<file path="config.mk">
export PLATFORM = sky130hd
export DESIGN_NAME = clk_div_frac_ce
export DESIGN_NICKNAME = d
export VERILOG_FILES = /design/src/rtl/clk_div_frac_pkg.sv /design/src/rtl/clk_div_frac_acc.sv /design/src/rtl/clk_div_frac_ce.sv
export SDC_FILE = /design/constraint.sdc
export NUM_CORES = 1
export LEC_CHECK = 0
export ABC_AREA = 1
export ABC_CLOCK_PERIOD_IN_PS = 3800
export BUFFER_PORTS_ARGS = -buffer_cell sky130_fd_sc_hd__buf_2
export CELL_PAD_IN_SITES_DETAIL_PLACEMENT = 0
export CELL_PAD_IN_SITES_GLOBAL_PLACEMENT = 2
export CORE_MARGIN = 4
export CORE_UTILIZATION = 37
export CTS_BUF_LIST = sky130_fd_sc_hd__clkbuf_4
export CTS_CLUSTER_DIAMETER = 30
export DETAILED_ROUTE_END_ITERATION = 10
export GPL_TIMING_DRIVEN = 0
export PLACE_DENSITY = 0.92
export SETUP_SLACK_MARGIN = 0.4
export SYNTH_ARGS = -nofsm -noshare
export SYNTH_HDL_FRONTEND = slang
export SYNTH_SLANG_ARGS = --single-unit
</file>
<file path="constraint.sdc">
create_clock -name clk -period 3.8 [get_ports clk]
set_input_delay 0.38 -clock clk [delete_from_list [all_inputs] [get_ports clk]]
set_output_delay 0.38 -clock clk [all_outputs]
set_load 0.005 [all_outputs]
</file>
<file path="src/rtl/clk_div_frac_pkg.sv">
// Shared types and defaults for the fractional clock-enable generator.
// Optional ce counter / busy flag is enabled by CLK_DIV_FRAC_CE_CNT_EN.
package clk_div_frac_pkg;

   localparam int W_DEF       = 8;
   localparam int DEF_NUM_DEF = 2;
   localparam int DEF_DEN_DEF = 3;
   localparam int CFG_MAX_W   = 32;

   typedef enum logic [1:0] {
      S_IDLE = 2'd0,
      S_RUN  = 2'd1,
      S_PEND = 2'd2
   } state_t;

   typedef enum logic [1:0] {
      CFG_OK    = 2'd0,
      CFG_CLAMP = 2'd1,
      CFG_DROP  = 2'd2
   } cfg_res_t;

   // A zero denominator is unusable; an oversized numerator saturates to the denominator.
   function automatic cfg_res_t cfg_check(input logic [CFG_MAX_W-1:0] num,
                                          input logic [CFG_MAX_W-1:0] den);
      cfg_res_t res;
      if (den == '0)
         res = CFG_DROP;
      else if (num > den)
         res = CFG_CLAMP;
      else
         res = CFG_OK;
      return res;
   endfunction

endpackage

</file>
<file path="src/rtl/clk_div_frac_acc.sv">
// Phase accumulator for the NUM/DEN enable pattern; o_wrap marks a cycle
// where the accumulated phase crosses the denominator.
module clk_div_frac_acc
#(
   parameter int W = 8
)
(
   input  logic         clk,
   input  logic         rst_n,
   input  logic [W-1:0] i_num,
   input  logic [W-1:0] i_den,
   input  logic         i_clear,
   input  logic         i_step,
   output logic         o_wrap,
   output logic [W-1:0] o_acc
);

   logic [W-1:0] r_acc;
   logic [W:0]   w_sum;
   logic [W-1:0] w_diff;

   // One extra bit so acc + num never overflows before the compare.
   assign w_sum  = {1'b0, r_acc} + {1'b0, i_num};
   assign w_diff = w_sum[W-1:0] - i_den;
   assign o_wrap = i_step && (w_sum >= {1'b0, i_den});
   assign o_acc  = r_acc;

   // NOTE: sequential state uses non-blocking assignments so every register
   // samples pre-edge values, independent of statement order.
   always_ff @(posedge clk or negedge rst_n) begin
      if (!rst_n)
         r_acc <= '0;
      else if (i_clear)
         r_acc <= '0;
      else if (i_step)
         r_acc <= o_wrap ? w_diff : w_sum[W-1:0];
   end

endmodule

</file>
<file path="src/rtl/clk_div_frac_ce.sv">
// Fractional clock-enable generator: ce_out fires NUM times per DEN cycles.
// Define CLK_DIV_FRAC_CE_CNT_EN to add the ce_cnt pulse counter and ratio_busy.
module clk_div_frac_ce
   import clk_div_frac_pkg::*;
#(
   parameter int W       = W_DEF,
   parameter int DEF_NUM = DEF_NUM_DEF,
   parameter int DEF_DEN = DEF_DEN_DEF
)
(
   input  logic         clk,
   input  logic         rst_n,
   input  logic         enable,
   input  logic         cfg_valid,
   output logic         cfg_ready,
   input  logic [W-1:0] cfg_num,
   input  logic [W-1:0] cfg_den,
   output logic         cfg_err,
   output logic         ce_out,
   output logic         tgl_out
`ifdef CLK_DIV_FRAC_CE_CNT_EN
   ,
   output logic [15:0]  ce_cnt,
   output logic         ratio_busy
`endif
);

   state_t       r_state;
   logic [W-1:0] r_num;
   logic [W-1:0] r_den;
   logic [W-1:0] r_sh_num;
   logic [W-1:0] r_sh_den;
   logic         r_ce;
   logic         r_tgl;
   logic         r_cfg_ready;
   logic         r_cfg_err;

   state_t       w_state_nxt;
   logic [W-1:0] w_num_nxt;
   logic [W-1:0] w_den_nxt;
   logic [W-1:0] w_sh_num_nxt;
   logic [W-1:0] w_sh_den_nxt;
   logic         w_ce_nxt;
   logic         w_tgl_nxt;
   logic         w_ready_nxt;
   logic         w_err_nxt;
   logic         w_apply;

   cfg_res_t     w_chk;
   logic         w_xfer;
   logic         w_xfer_ok;
   logic [W-1:0] w_cfg_num_eff;
   logic         w_step;
   logic         w_acc_clear;
   logic         w_wrap;
   logic [W-1:0] w_acc;

   assign w_chk         = cfg_check(CFG_MAX_W'(cfg_num), CFG_MAX_W'(cfg_den));
   assign w_xfer        = cfg_valid && r_cfg_ready;
   assign w_xfer_ok     = w_xfer && (w_chk != CFG_DROP);
   assign w_cfg_num_eff = (w_chk == CFG_CLAMP) ? cfg_den : cfg_num;

   // The accumulator only advances while running; leaving RUN/PEND or
   // applying a new ratio restarts the phase from zero.
   assign w_step      = (r_state != S_IDLE) && enable;
   assign w_acc_clear = !w_step || w_apply;

   clk_div_frac_acc #(.W(W)) u_acc (
      .clk     (clk),
      .rst_n   (rst_n),
      .i_num   (r_num),
      .i_den   (r_den),
      .i_clear (w_acc_clear),
      .i_step  (w_step),
      .o_wrap  (w_wrap),
      .o_acc   (w_acc)
   );

   // NOTE: every signal driven here gets a default first, so no path leaves
   // it unassigned and no latch is inferred.
   always_comb begin
      w_state_nxt  = r_state;
      w_num_nxt    = r_num;
      w_den_nxt    = r_den;
      w_sh_num_nxt = r_sh_num;
      w_sh_den_nxt = r_sh_den;
      w_ce_nxt     = 1'b0;
      w_tgl_nxt    = r_tgl;
      w_ready_nxt  = r_cfg_ready;
      w_err_nxt    = w_xfer && (w_chk != CFG_OK);
      w_apply      = 1'b0;

      case (r_state)
         S_IDLE: begin
            w_tgl_nxt = 1'b0;
            if (w_xfer_ok) begin
               w_num_nxt = w_cfg_num_eff;
               w_den_nxt = cfg_den;
            end
            if (enable)
               w_state_nxt = S_RUN;
         end

         S_RUN: begin
            if (!enable) begin
               w_state_nxt = S_IDLE;
               w_tgl_nxt   = 1'b0;
               if (w_xfer_ok) begin
                  w_num_nxt = w_cfg_num_eff;
                  w_den_nxt = cfg_den;
               end
            end else begin
               w_ce_nxt  = w_wrap;
               w_tgl_nxt = r_tgl ^ w_wrap;
               if (w_xfer_ok) begin
                  w_sh_num_nxt = w_cfg_num_eff;
                  w_sh_den_nxt = cfg_den;
                  w_state_nxt  = S_PEND;
                  w_ready_nxt  = 1'b0;
               end
            end
         end

         S_PEND: begin
            if (!enable) begin
               w_state_nxt = S_IDLE;
               w_tgl_nxt   = 1'b0;
               w_num_nxt   = r_sh_num;
               w_den_nxt   = r_sh_den;
               w_ready_nxt = 1'b1;
            end else begin
               w_ce_nxt  = w_wrap;
               w_tgl_nxt = r_tgl ^ w_wrap;
               // A zero numerator never wraps, so it must not block the swap.
               if (w_wrap || (r_num == '0)) begin
                  w_num_nxt   = r_sh_num;
                  w_den_nxt   = r_sh_den;
                  w_apply     = 1'b1;
                  w_state_nxt = S_RUN;
                  w_ready_nxt = 1'b1;
               end
            end
         end

         default: w_state_nxt = S_IDLE;
      endcase
   end

   always_ff @(posedge clk or negedge rst_n) begin
      if (!rst_n) begin
         r_state     <= S_IDLE;
         r_num       <= W'(DEF_NUM);
         r_den       <= W'(DEF_DEN);
         r_sh_num    <= '0;
         r_sh_den    <= '0;
         r_ce        <= 1'b0;
         r_tgl       <= 1'b0;
         r_cfg_ready <= 1'b1;
         r_cfg_err   <= 1'b0;
      end else begin
         r_state     <= w_state_nxt;
         r_num       <= w_num_nxt;
         r_den       <= w_den_nxt;
         r_sh_num    <= w_sh_num_nxt;
         r_sh_den    <= w_sh_den_nxt;
         r_ce        <= w_ce_nxt;
         r_tgl       <= w_tgl_nxt;
         r_cfg_ready <= w_ready_nxt;
         r_cfg_err   <= w_err_nxt;
      end
   end

   assign cfg_ready = r_cfg_ready;
   assign cfg_err   = r_cfg_err;
   assign ce_out    = r_ce;
   assign tgl_out   = r_tgl;

   // The phase always stays below the active denominator.
   a_acc_below_den: assert property (@(posedge clk) disable iff (!rst_n) w_acc < r_den);

`ifdef CLK_DIV_FRAC_CE_CNT_EN
   logic [15:0] r_ce_cnt;

   always_ff @(posedge clk or negedge rst_n) begin
      if (!rst_n)
         r_ce_cnt <= '0;
      else if (!w_step)
         r_ce_cnt <= '0;
      else if (w_wrap)
         r_ce_cnt <= r_ce_cnt + 16'd1;
   end

   assign ce_cnt     = r_ce_cnt;
   assign ratio_busy = (r_state == S_PEND);
`endif

endmodule
</file>
# Yosys cells after proc, flatten, opt, wreduce, memory -nomap -nowiden
# Index checks and enable logic that the tools add are counted.
# word_totals
ff_bits	46
latchBits	0
mem_bits_rw	0
mem_bits_ro	0
input_bits	20
output_inout_bits	4
elab_cells	81
mem_count	0
# op_classes
n_addsub	2
n_mul	0
div_mod_pow	0
n_lt_le_gt_ge	2
n_eq_ne	10
shifts	0
n_mux	34
n_bitwise	1
reduce_logical	22
# ops
operator	count
$mux 8	12
$pmux 8 s3	2
$logic_not 8->1	2
$mux 2	6
$mux 1	11
$ne 2x2->1 const B	5
$reduce_bool 2->1	5
$add 8x8->9	1
$ge 9x8->1	1
$reduce_and 3->1	3
$gt 8x8->1	1
$sub 8x8->8	1
$ne 3x3->1 const B	2
$pmux 2 s3	1
$logic_and 1x1->1	5
$eq 2x1->1 const B	2
$pmux 1 s2	2
$reduce_and 4->1	1
$reduce_bool 3->1	1
$eq 2x2->1 const B	1
$logic_not 2->1	1
$logic_or 1x1->1	2
$reduce_or 2->1	1
$logic_not 1->1	1
$xor 1x1->1	1

# Logic depth before layout (Yosys ltp)
# Gate-level depths: netlist (run 1).
# logic_depth
word_depth	9
ltp_mapped	21

# Hierarchy
# A second synthesis (run 1) with hierarchy kept.
# hier_totals
hier_cells	473
area_unflattened_um2	3433.3
# by_module_without_submodules
mod	n_inst	cells_each	area_per_inst_um2	seq_area_each_um2
clk_div_frac_ce	1	283	2170.8	955.9
clk_div_frac_acc	1	190	1262.5	200.2

# Worst setup path after synthesis (run 1)
# Ideal clock, no wire load.
# synth_path
kind	flip-flop to flip-flop
from	register r_num[0]
to	register r_den[2]
arrival_ns	2.772
required_ns	3.677
setup_slack_ns	0.905
path_stages_with_launch	20
n_path_buf	1
synth_period_minus_slack_ns	2.895
path_cell_list	dfrtp_1 -> ha_1 -> fa_1 -> nand3_1 -> nand3_2 -> inv_1 -> o21ai_0 -> xor2_1 -> ha_1 -> nand2_2 -> inv_1 -> a21oi_1 -> nand2_2 -> nand2_2 -> nand2_4 -> nand2_4 -> nand3_4 -> nand2_4 -> buf_8 -> o21ai_2
# synth_between
elab_chain_len	6
elab_cells_between_ends	7
cone_classes	1 x add/sub; 1 x order compare; 1 x eq/ne; 4 x reduce/logical
# synth_lines
element	line	text
start, declared	clk_div_frac_ce.sv:29	logic [W-1:0] r_num;
start signal, assigned	clk_div_frac_ce.sv:152	r_num <= W'(DEF_NUM);
start signal, assigned	clk_div_frac_ce.sv:162	r_num <= w_num_nxt;
$add 8x8->9	clk_div_frac_acc.sv:23	assign w_sum = {1'b0, r_acc} + {1'b0, i_num};
$ge 9x8->1	clk_div_frac_acc.sv:25	assign o_wrap = i_step && (w_sum >= {1'b0, i_den});
$logic_and 1x1->1	clk_div_frac_acc.sv:25	
$logic_or 1x1->1 *	clk_div_frac_ce.sv:135	if (w_wrap || (r_num == '0)) begin
$ne 3x3->1 (no line) *	--	
$reduce_and 3->1 (no line) *	--	
end signal, assigned	clk_div_frac_ce.sv:153	r_den <= W'(DEF_DEN);
end signal, assigned	clk_div_frac_ce.sv:163	r_den <= w_den_nxt;
end, declared	clk_div_frac_ce.sv:30	logic [W-1:0] r_den;
# Mark *: on every way between the ends. The rest lies on a longest branch, timed or not.
# A chain may end at the register's enable or synchronous reset.

# Final worst setup path (run 1)
# layout_path
from	register r_num[0]
to	register r_den[4]
# The elaborated chain is that of the path after synthesis.

==> run summary, run 1 <==
Power
- **Design Power** 0.00292 W
- **worst ir drop on vdd** 0.000242 V
- **Pleak** 2.00 nW
- **cell area power density** 802 mW/mm^2

Timing
- **Worst Hold Slack** 185 ps
- **number of slew-limit violations in the final report** 0
- **# setup viols final** 0
- **slew margin rel.** 28.6%
- **highest attainable clock frequency** 0.316 GHz
- **Layout Skew** 8.86 ps
- **minimum clock period after layout** 3160 ps
- **Final Hold Violating Endpoints** 0
- **final period utilization** 83.2%
- **setup repair after global routing missed its margin** no
- **total negative slack** 0 ps
- **Worst Tran Pin Value** 1070 ps

Route
- **number of nets with antenna violations after detailed routing** 0
- **drt initial violations** 92
- **total length of routed wires** 7.77 mm
- **routed via count divided by cell count** 4.76
- **length of the first detailed-routing pass in iterations** 4
- **drt wl/cell** 13.3 um
- **detailed-route via count** 2771
- **total DRC errors in the routed layout** 0

Synth
- **share of Yosys cell area claimed by the top area cell type** 32.1%
- **largest cells by area after synthesis** sky130_fd_sc_hd__dfrtp_1, sky130_fd_sc_hd__nand2_1, sky130_fd_sc_hd__ha_1, sky130_fd_sc_hd__inv_1, sky130_fd_sc_hd__nand3_1
- **top cells by instance count after synthesis** sky130_fd_sc_hd__nand2_1, sky130_fd_sc_hd__inv_1, sky130_fd_sc_hd__dfrtp_1
- **mean area per synthesized cell** 7.45 um^2
- **flop and latch count out of synthesis** 46
- **cell with the most instances after synthesis** sky130_fd_sc_hd__nand2_1
- **number of different library cells in the post-synthesis netlist** 37
- **summed instance area of the synthesized netlist** 0.00328 mm^2
- **cell taking the most area after synthesis** sky130_fd_sc_hd__dfrtp_1
- **commonest register cell after synthesis** sky130_fd_sc_hd__dfrtp_1
- **synthesized instance count** 440
- **count of flip-flops with a built-in enable after synthesis** 0
- **count of warnings emitted by yosys** 0
- **sequential element share of the synthesized area** 35.3%
- **Net Count, Synth** 490
- **Post-synth ARST share** 100%

Die
- **I/O pin total** 24
- **Initial Utilization** 37.8%
- **floorplan die area** 0.0104 mm^2
- **die width** 102 um
- **count of standard-cell rows** 34
- **area of the core region** 0.00868 mm^2
- **overall die height** 102 um

Setup path
- **r2r setup slk** 640 ps
- **Crit. End Element** register
- **critical path, cell by cell** ha_2 > fa_2 > nand3_1 > nand3_2 > inv_1 > o21ai_0 > xor2_1 > ha_1 > nand2_2 > nor2_2 > nand2_2 > nand2_2 > nand2_2 > nand2_4 > nand2_8 > nand3_4 > nand2_8 > buf_8 > nand2_2 > o21ai_2
- **data arrival time at the worst-slack endpoint** 3430 ps
- **Critical Path Source Type** register
- **cell with the most instances on the worst path** sky130_fd_sc_hd__nand2_2
- **Crit path required time** 4070 ps
- **maximum fanout along the worst path** 10
- **Setup Crit Path Kind** register to register
- **crit-path max cell delay** 440 ps
- **cell with the largest stage delay on the worst path** sky130_fd_sc_hd__dfrtp_1

Global route
- **global-route wire length before repair** 13.5 mm
- **vias in the first global route** 2872
- **pin count of the biggest net entering global routing** 47
- **grt ovf** 0
- **initial antenna violation count** 0
- **Overall Global Routing Usage** 16.2%

Cells and area
- **Seq. cell area** 0.00116 mm^2
- **multi-input gate area in the final layout** 0.00186 mm^2
- **fraction of final layout cells with drive strength greater than 1** 16.9%
- **layout net count** 523
- **number of antenna diodes** 0
- **count of filler cells inserted in the layout** 933
- **synth-to-layout area growth** 11.0%

Outcome
- **status** finished clean

Clock tree
- **number of buffers created by CTS** 5
- **number of clock sinks** 46
- **Clock Path Buffers** 2
- **Worst-Skew Late Latency** 370 ps
- **CTS H-tree lvls** 2
- **clock tree from TritonCTS** built
- **clk slew on worst S/H paths** 140 ps
- **clk root buf** sky130_fd_sc_hd__clkbuf_4

Place
- **weighted congestion reported at the end of routability-driven placement** 0.826
- **I/O Buffers** 23
- **total half-perimeter wirelength after legalization and detailed placement** 6.09 mm

Run
- **MaxCap Viol Count** 0

Min path
- **path type of the worst min-delay path** input port to async pin

## path summary, 6_finish.rpt
path / startpoint / endpoint / depth (start not counted)
setup / recovery: r_num[0]$_DFFE_PN0P_ / r_den[4]$_DFFE_PN0P_ / 20
hold / removal: rst_n / r_sh_den[4]$_DFFE_PN0P_ / 1
setup reg to reg: r_num[0]$_DFFE_PN0P_ / r_den[4]$_DFFE_PN0P_ / 20
hold reg to reg: cfg_ready$_DFFE_PN1P_ / cfg_ready$_DFFE_PN1P_ / 2
max in group asynchronous: rst_n / r_sh_num[5]$_DFFE_PN0P_ / 1
min in group clk: cfg_den[5] / r_sh_den[5]$_DFFE_PN0P_ / 3
## final cells by class
| cell class | count | share of cell area (%) |
|---|---|---|
| timing repair buffer | 26 | 3.78 |
| multi-input combinational | 325 | 51.2 |
| sequential | 46 | 31.8 |
| buffer | 9 | 1.93 |
| tap | 108 | 3.71 |
| clock buffer | 5 | 1.03 |
| clock inverter | 3 | 0.447 |
| inverter | 60 | 6.19 |
## timing repair
action / CTS / global route
setup buffers: 0 / 3
resized for setup: 0 / 9
hold buffers: 0 / 0
setup endpoints to repair: 0 / 26
## flip-flops by register name, summed over array words and instances, names as in the netlist
signal	count
r_num	8
r_state	2
r_sh_num	8
tgl_out	1
r_den	8
u_acc.o_acc	8
cfg_ready	1
cfg_err	1
ce_out	1
r_sh_den	8
## placed cells by master, fill, tap and decap left out, drive strengths merged
cell        n
inv        59
a31oi       1
nand4      11
clkinv      3
nor2       22
fa          2
a21oi      14
buf        31
nand3      28
nand2     165
o21ai      32
ha         28
xor2        7
a21o        3
nor4        2
dfstp       4
xnor2       5
clkbuf      9
o21bai      1
clkinvlp    1
a21boi      1
dfrtp      42
nor3        1
or2         2
## stage by stage
step,instances,util [%],instance area [um^2],setup WS [ps]
2_1_floorplan,440,-,3280,905
3_3_place_gp,571,40.7,3530,505
3_5_place_dp,571,40.7,3530,482
4_1_cts,579,41.3,3580,446
5_1_grt,582,41.9,3640,398
6_report,582,41.9,3640,639
## routing by layer
layer / up-vias / track usage (%) / wire length (um)
met5: - / 0 / 0
met4: 0 / 3.63 / 54
met3: 5 / 2.25 / 224
met2: 47 / 27.9 / 3740
met1: 1259 / 21.7 / 3740
li1: 1460 / - / -
## worst max-delay path: cells and delay by family, from the launching register on
kind                       cells  cell delay [ps]
adders and majority gates      3              930
xor gates and xnor gates       1              210
AOI/OAI and AO/OA              2              120
DFF                            1              440
and+or+nand+nor               12             1110
buffers and inverters          2              230
## power by group
part | internal [W] | leakage (nW) | total (W) | switching (W)
Clock | 0.0000692 | 0.0286 | 0.000240 | 0.000171
Sequential | 0.000699 | 0.567 | 0.000828 | 0.000129
Combinational | 0.000729 | 1.40 | 0.00185 | 0.00112
Total | 0.00150 | 2.00 | 0.00292 | 0.00142
## cell families after synthesis
logic type                 count (synthesis)  synth area share [%]
and+or+nand+nor                          231                  31.4
adders and majority gates                 30                  11.9
xor gates and xnor gates                  12                  3.21
buffers and inverters                     69                  8.82
AOI/OAI and AO/OA                         52                  9.39
DFF                                       46                  35.3
Note: power is estimated with default switching activity, not from simulation.
==> run 2: changes to the inputs <==
- ABC_CLOCK_PERIOD_IN_PS: 3800 -> 2600
- CORE_UTILIZATION: 37 -> 33
- PLACE_DENSITY: 0.92 -> 0.87
- clock period: 3.8 -> 2.6 ns (I/O delays scaled with it)
==> run summary, run 2 (synthesis gave the netlist of run 1 again) <==
Setup path
- **crit-path max cell delay** 440 ps
- **maximum fanout along the worst path** 6
- **kind of cell with the highest combined delay on the critical path** simple AND/OR/NAND/NOR gates
- **cell with the largest stage delay on the worst path** sky130_fd_sc_hd__dfrtp_1
- **Setup Crit Path Kind** register to register
- **Crit. End Element** register
- **combined buffer and inverter count along the critical path** 3
- **Crit path required time** 2860 ps
- **cell with the most instances on the worst path** sky130_fd_sc_hd__nand2_2
- **r2r worst-path depth** 21
- **critical path, cell by cell** ha_4 > fa_2 > nand3_2 > nand3_4 > inv_2 > o21ai_2 > xor2_2 > ha_4 > nand2_4 > nor2_4 > nand2_2 > nand2_2 > nand2_2 > nand2_4 > nand2_8 > nand3_4 > nand2_8 > buf_12 > buf_12 > nand2_2 > o21ai_2
- **startpoint of the most critical register-to-register path** r_num[0]$_DFFE_PN0P_
- **r2r setup slk** -410 ps
- **Critical Path Source Type** register
- **data arrival time at the worst-slack endpoint** 3270 ps
- **Critical R2R Capture** r_den[4]$_DFFE_PN0P_

Cells and area
- **Final Instance Count excl. Fillers** 633
- **commonest cells after routing, fill and taps aside** sky130_fd_sc_hd__nand2_1, sky130_fd_sc_hd__inv_1, sky130_fd_sc_hd__dfrtp_1, sky130_fd_sc_hd__buf_2
- **Seq. cell area** 0.00116 mm^2
- **multi-input gate area in the final layout** 0.00211 mm^2
- **most frequent standard cell in the layout excluding fill and tap cells** sky130_fd_sc_hd__nand2_1
- **layout net count** 549
- **count of filler cells inserted in the layout** 1047
- **Final Core Density** 43.5%
- **fraction of final layout cells with drive strength greater than 1** 30.2%
- **synth-to-layout area growth** 29.0%
- **number of antenna diodes** 0

Outcome
- **status** complete, but fails checks
- **violated checks** setup timing

Route
- **drt initial violations** 108
- **routed via count divided by cell count** 4.52
- **drt wl/cell** 12.9 um
- **total DRC errors in the routed layout** 0
- **total length of routed wires** 8.16 mm
- **length of the first detailed-routing pass in iterations** 4
- **number of nets with antenna violations after detailed routing** 0
- **detailed-route via count** 2859

Place
- **cell count after placement** 596
- **weighted congestion reported at the end of routability-driven placement** 0.834
- **I/O Buffers** 23
- **total half-perimeter wirelength after legalization and detailed placement** 6.02 mm

Power
- **Sequential Power Share** 22.7%
- **net switching power** 0.00246 W
- **Switching Share** 45.1%
- **Design Power** 0.00544 W
- **cell area power density** 1290 mW/mm^2
- **internal power of the cells** 0.00299 W
- **Clock power frac** 6.3%
- **combinational fraction of design power** 71.0%
- **Pleak** 2.19 nW
- **worst ir drop on vdd** 0.000498 V

Timing
- **least setup slack across all paths after layout** -411 ps
- **# setup viols final** 29
- **slew margin rel.** 27.1%
- **Worst Hold Slack** 81.5 ps
- **highest attainable clock frequency** 0.332 GHz
- **final period utilization** 116%
- **Layout Skew** 13.4 ps
- **Final Hold Violating Endpoints** 0
- **setup repair after global routing missed its margin** yes
- **number of slew-limit violations in the final report** 0
- **minimum clock period after layout** 3010 ps
- **total negative slack** -10950 ps
- **Worst Tran Pin Value** 1090 ps

Clock tree
- **clk slew on worst S/H paths** 150 ps
- **number of clock sinks** 46
- **Worst-Skew Late Latency** 360 ps
- **CTS H-tree lvls** 2
- **hold buffers post-CTS** 0
- **clk root buf** sky130_fd_sc_hd__clkbuf_4
- **Clock Path Buffers** 2
- **clock tree from TritonCTS** built
- **number of buffers created by CTS** 5

Die
- **Initial Utilization** 33.7%
- **count of standard-cell rows** 36
- **overall die height** 108 um
- **area of the core region** 0.00973 mm^2
- **floorplan die area** 0.0116 mm^2
- **die width** 108 um
- **I/O pin total** 24

Global route
- **grt ovf** 0
- **Overall Global Routing Usage** 15.0%
- **vias in the first global route** 2885
- **pin count of the biggest net entering global routing** 47
- **initial antenna violation count** 0
- **global-route wire length before repair** 14.0 mm

Run
- **MaxCap Viol Count** 0

Min path
- **path type of the worst min-delay path** input port to async pin

==> run 2: cell count changes in the layout (fill, tap and decap cells not counted), moves of 3 or more <==
| cell | delta |
|---|---|
| sky130_fd_sc_hd__ha_1 | -8 |
| sky130_fd_sc_hd__nand2_2 | +11 |
| sky130_fd_sc_hd__nand3_1 | -3 |
| sky130_fd_sc_hd__buf_4 | +14 |
| sky130_fd_sc_hd__nand2_4 | +4 |
| sky130_fd_sc_hd__ha_4 | +8 |
| sky130_fd_sc_hd__buf_6 | +8 |
| sky130_fd_sc_hd__a21oi_2 | +4 |
| sky130_fd_sc_hd__nor2_1 | -5 |
| sky130_fd_sc_hd__a21oi_1 | -4 |
| sky130_fd_sc_hd__buf_12 | +3 |
| sky130_fd_sc_hd__nor2_2 | +3 |
| sky130_fd_sc_hd__inv_1 | -3 |
| sky130_fd_sc_hd__nand2_1 | -15 |
==> run 2: layout make-up <==
class	instances	share of cell area [%]
Clock buffer	5	0.887
Sequential cell	46	27.4
Buffer	9	1.95
Timing Repair Buffer	52	10.1
Clock inverter	3	0.385
Inverter	60	5.38
Multi-Input combinational cell	325	50.0
Tap cell	133	3.93
==> run 2: worst max path at each step <==
stage	startpoint	endpoint	slack (ps)	cells after the start
global route	r_num[0]$_DFFE_PN0P_	r_num[6]$_DFFE_PN0P_	-580	21
CTS	r_num[0]$_DFFE_PN0P_	r_den[6]$_DFFE_PN0P_	-420	21
detailed placement	r_num[0]$_DFFE_PN0P_	u_acc.o_acc[2]$_DFFE_PN0P_	-560	19
finish	r_num[0]$_DFFE_PN0P_	r_den[4]$_DFFE_PN0P_	-410	21
global placement	r_num[0]$_DFFE_PN0P_	u_acc.o_acc[2]$_DFFE_PN0P_	-540	19
floorplan	r_num[0]$_DFFE_PN0P_	r_den[2]$_DFFE_PN0P_	-180	19
==> run 2: power groups by stage <==
stage | logic [W] | clock network (W) | registers (W)
finish | 0.00386 | 0.000341 | 0.00124
global route | 0.00429 | 0.000390 | 0.00128
CTS | 0.00357 | 0.000367 | 0.00124
detailed placement | 0.00268 | 0 | 0.00123
global placement | 0.00266 | 0 | 0.00122
floorplan | 0.00214 | 0 | 0.00118
==> run 2: repair_timing <==
item | 4_1_cts | 5_1_grt
cloned | 2 | 0
resized for setup | 46 | 24
pin swaps | 26 | 23
setup buffers | 19 | 8
setup endpoints to repair | 29 | 29
==> run 2: through the flow <==
step / worst slack [ps] / instance area (um^2)
after floorplan: -176 / 3320
after global placement: -537 / 3600
after detailed placement: -562 / 3600
after CTS: -423 / 4080
after global routing: -576 / 4230
final: -411 / 4230
==> run 2: per-layer routing <==
| layer | global-route usage, % | vias up | part of all wire [%] |
|---|---|---|---|
| met5 | 0 | - | 0 |
| met1 | 20.5 | 1313 | 49 |
| li1 | - | 1511 | - |
| met2 | 25.3 | 31 | 48 |
| met4 | 3.07 | 0 | 0.75 |
| met3 | 1.98 | 4 | 2.0 |
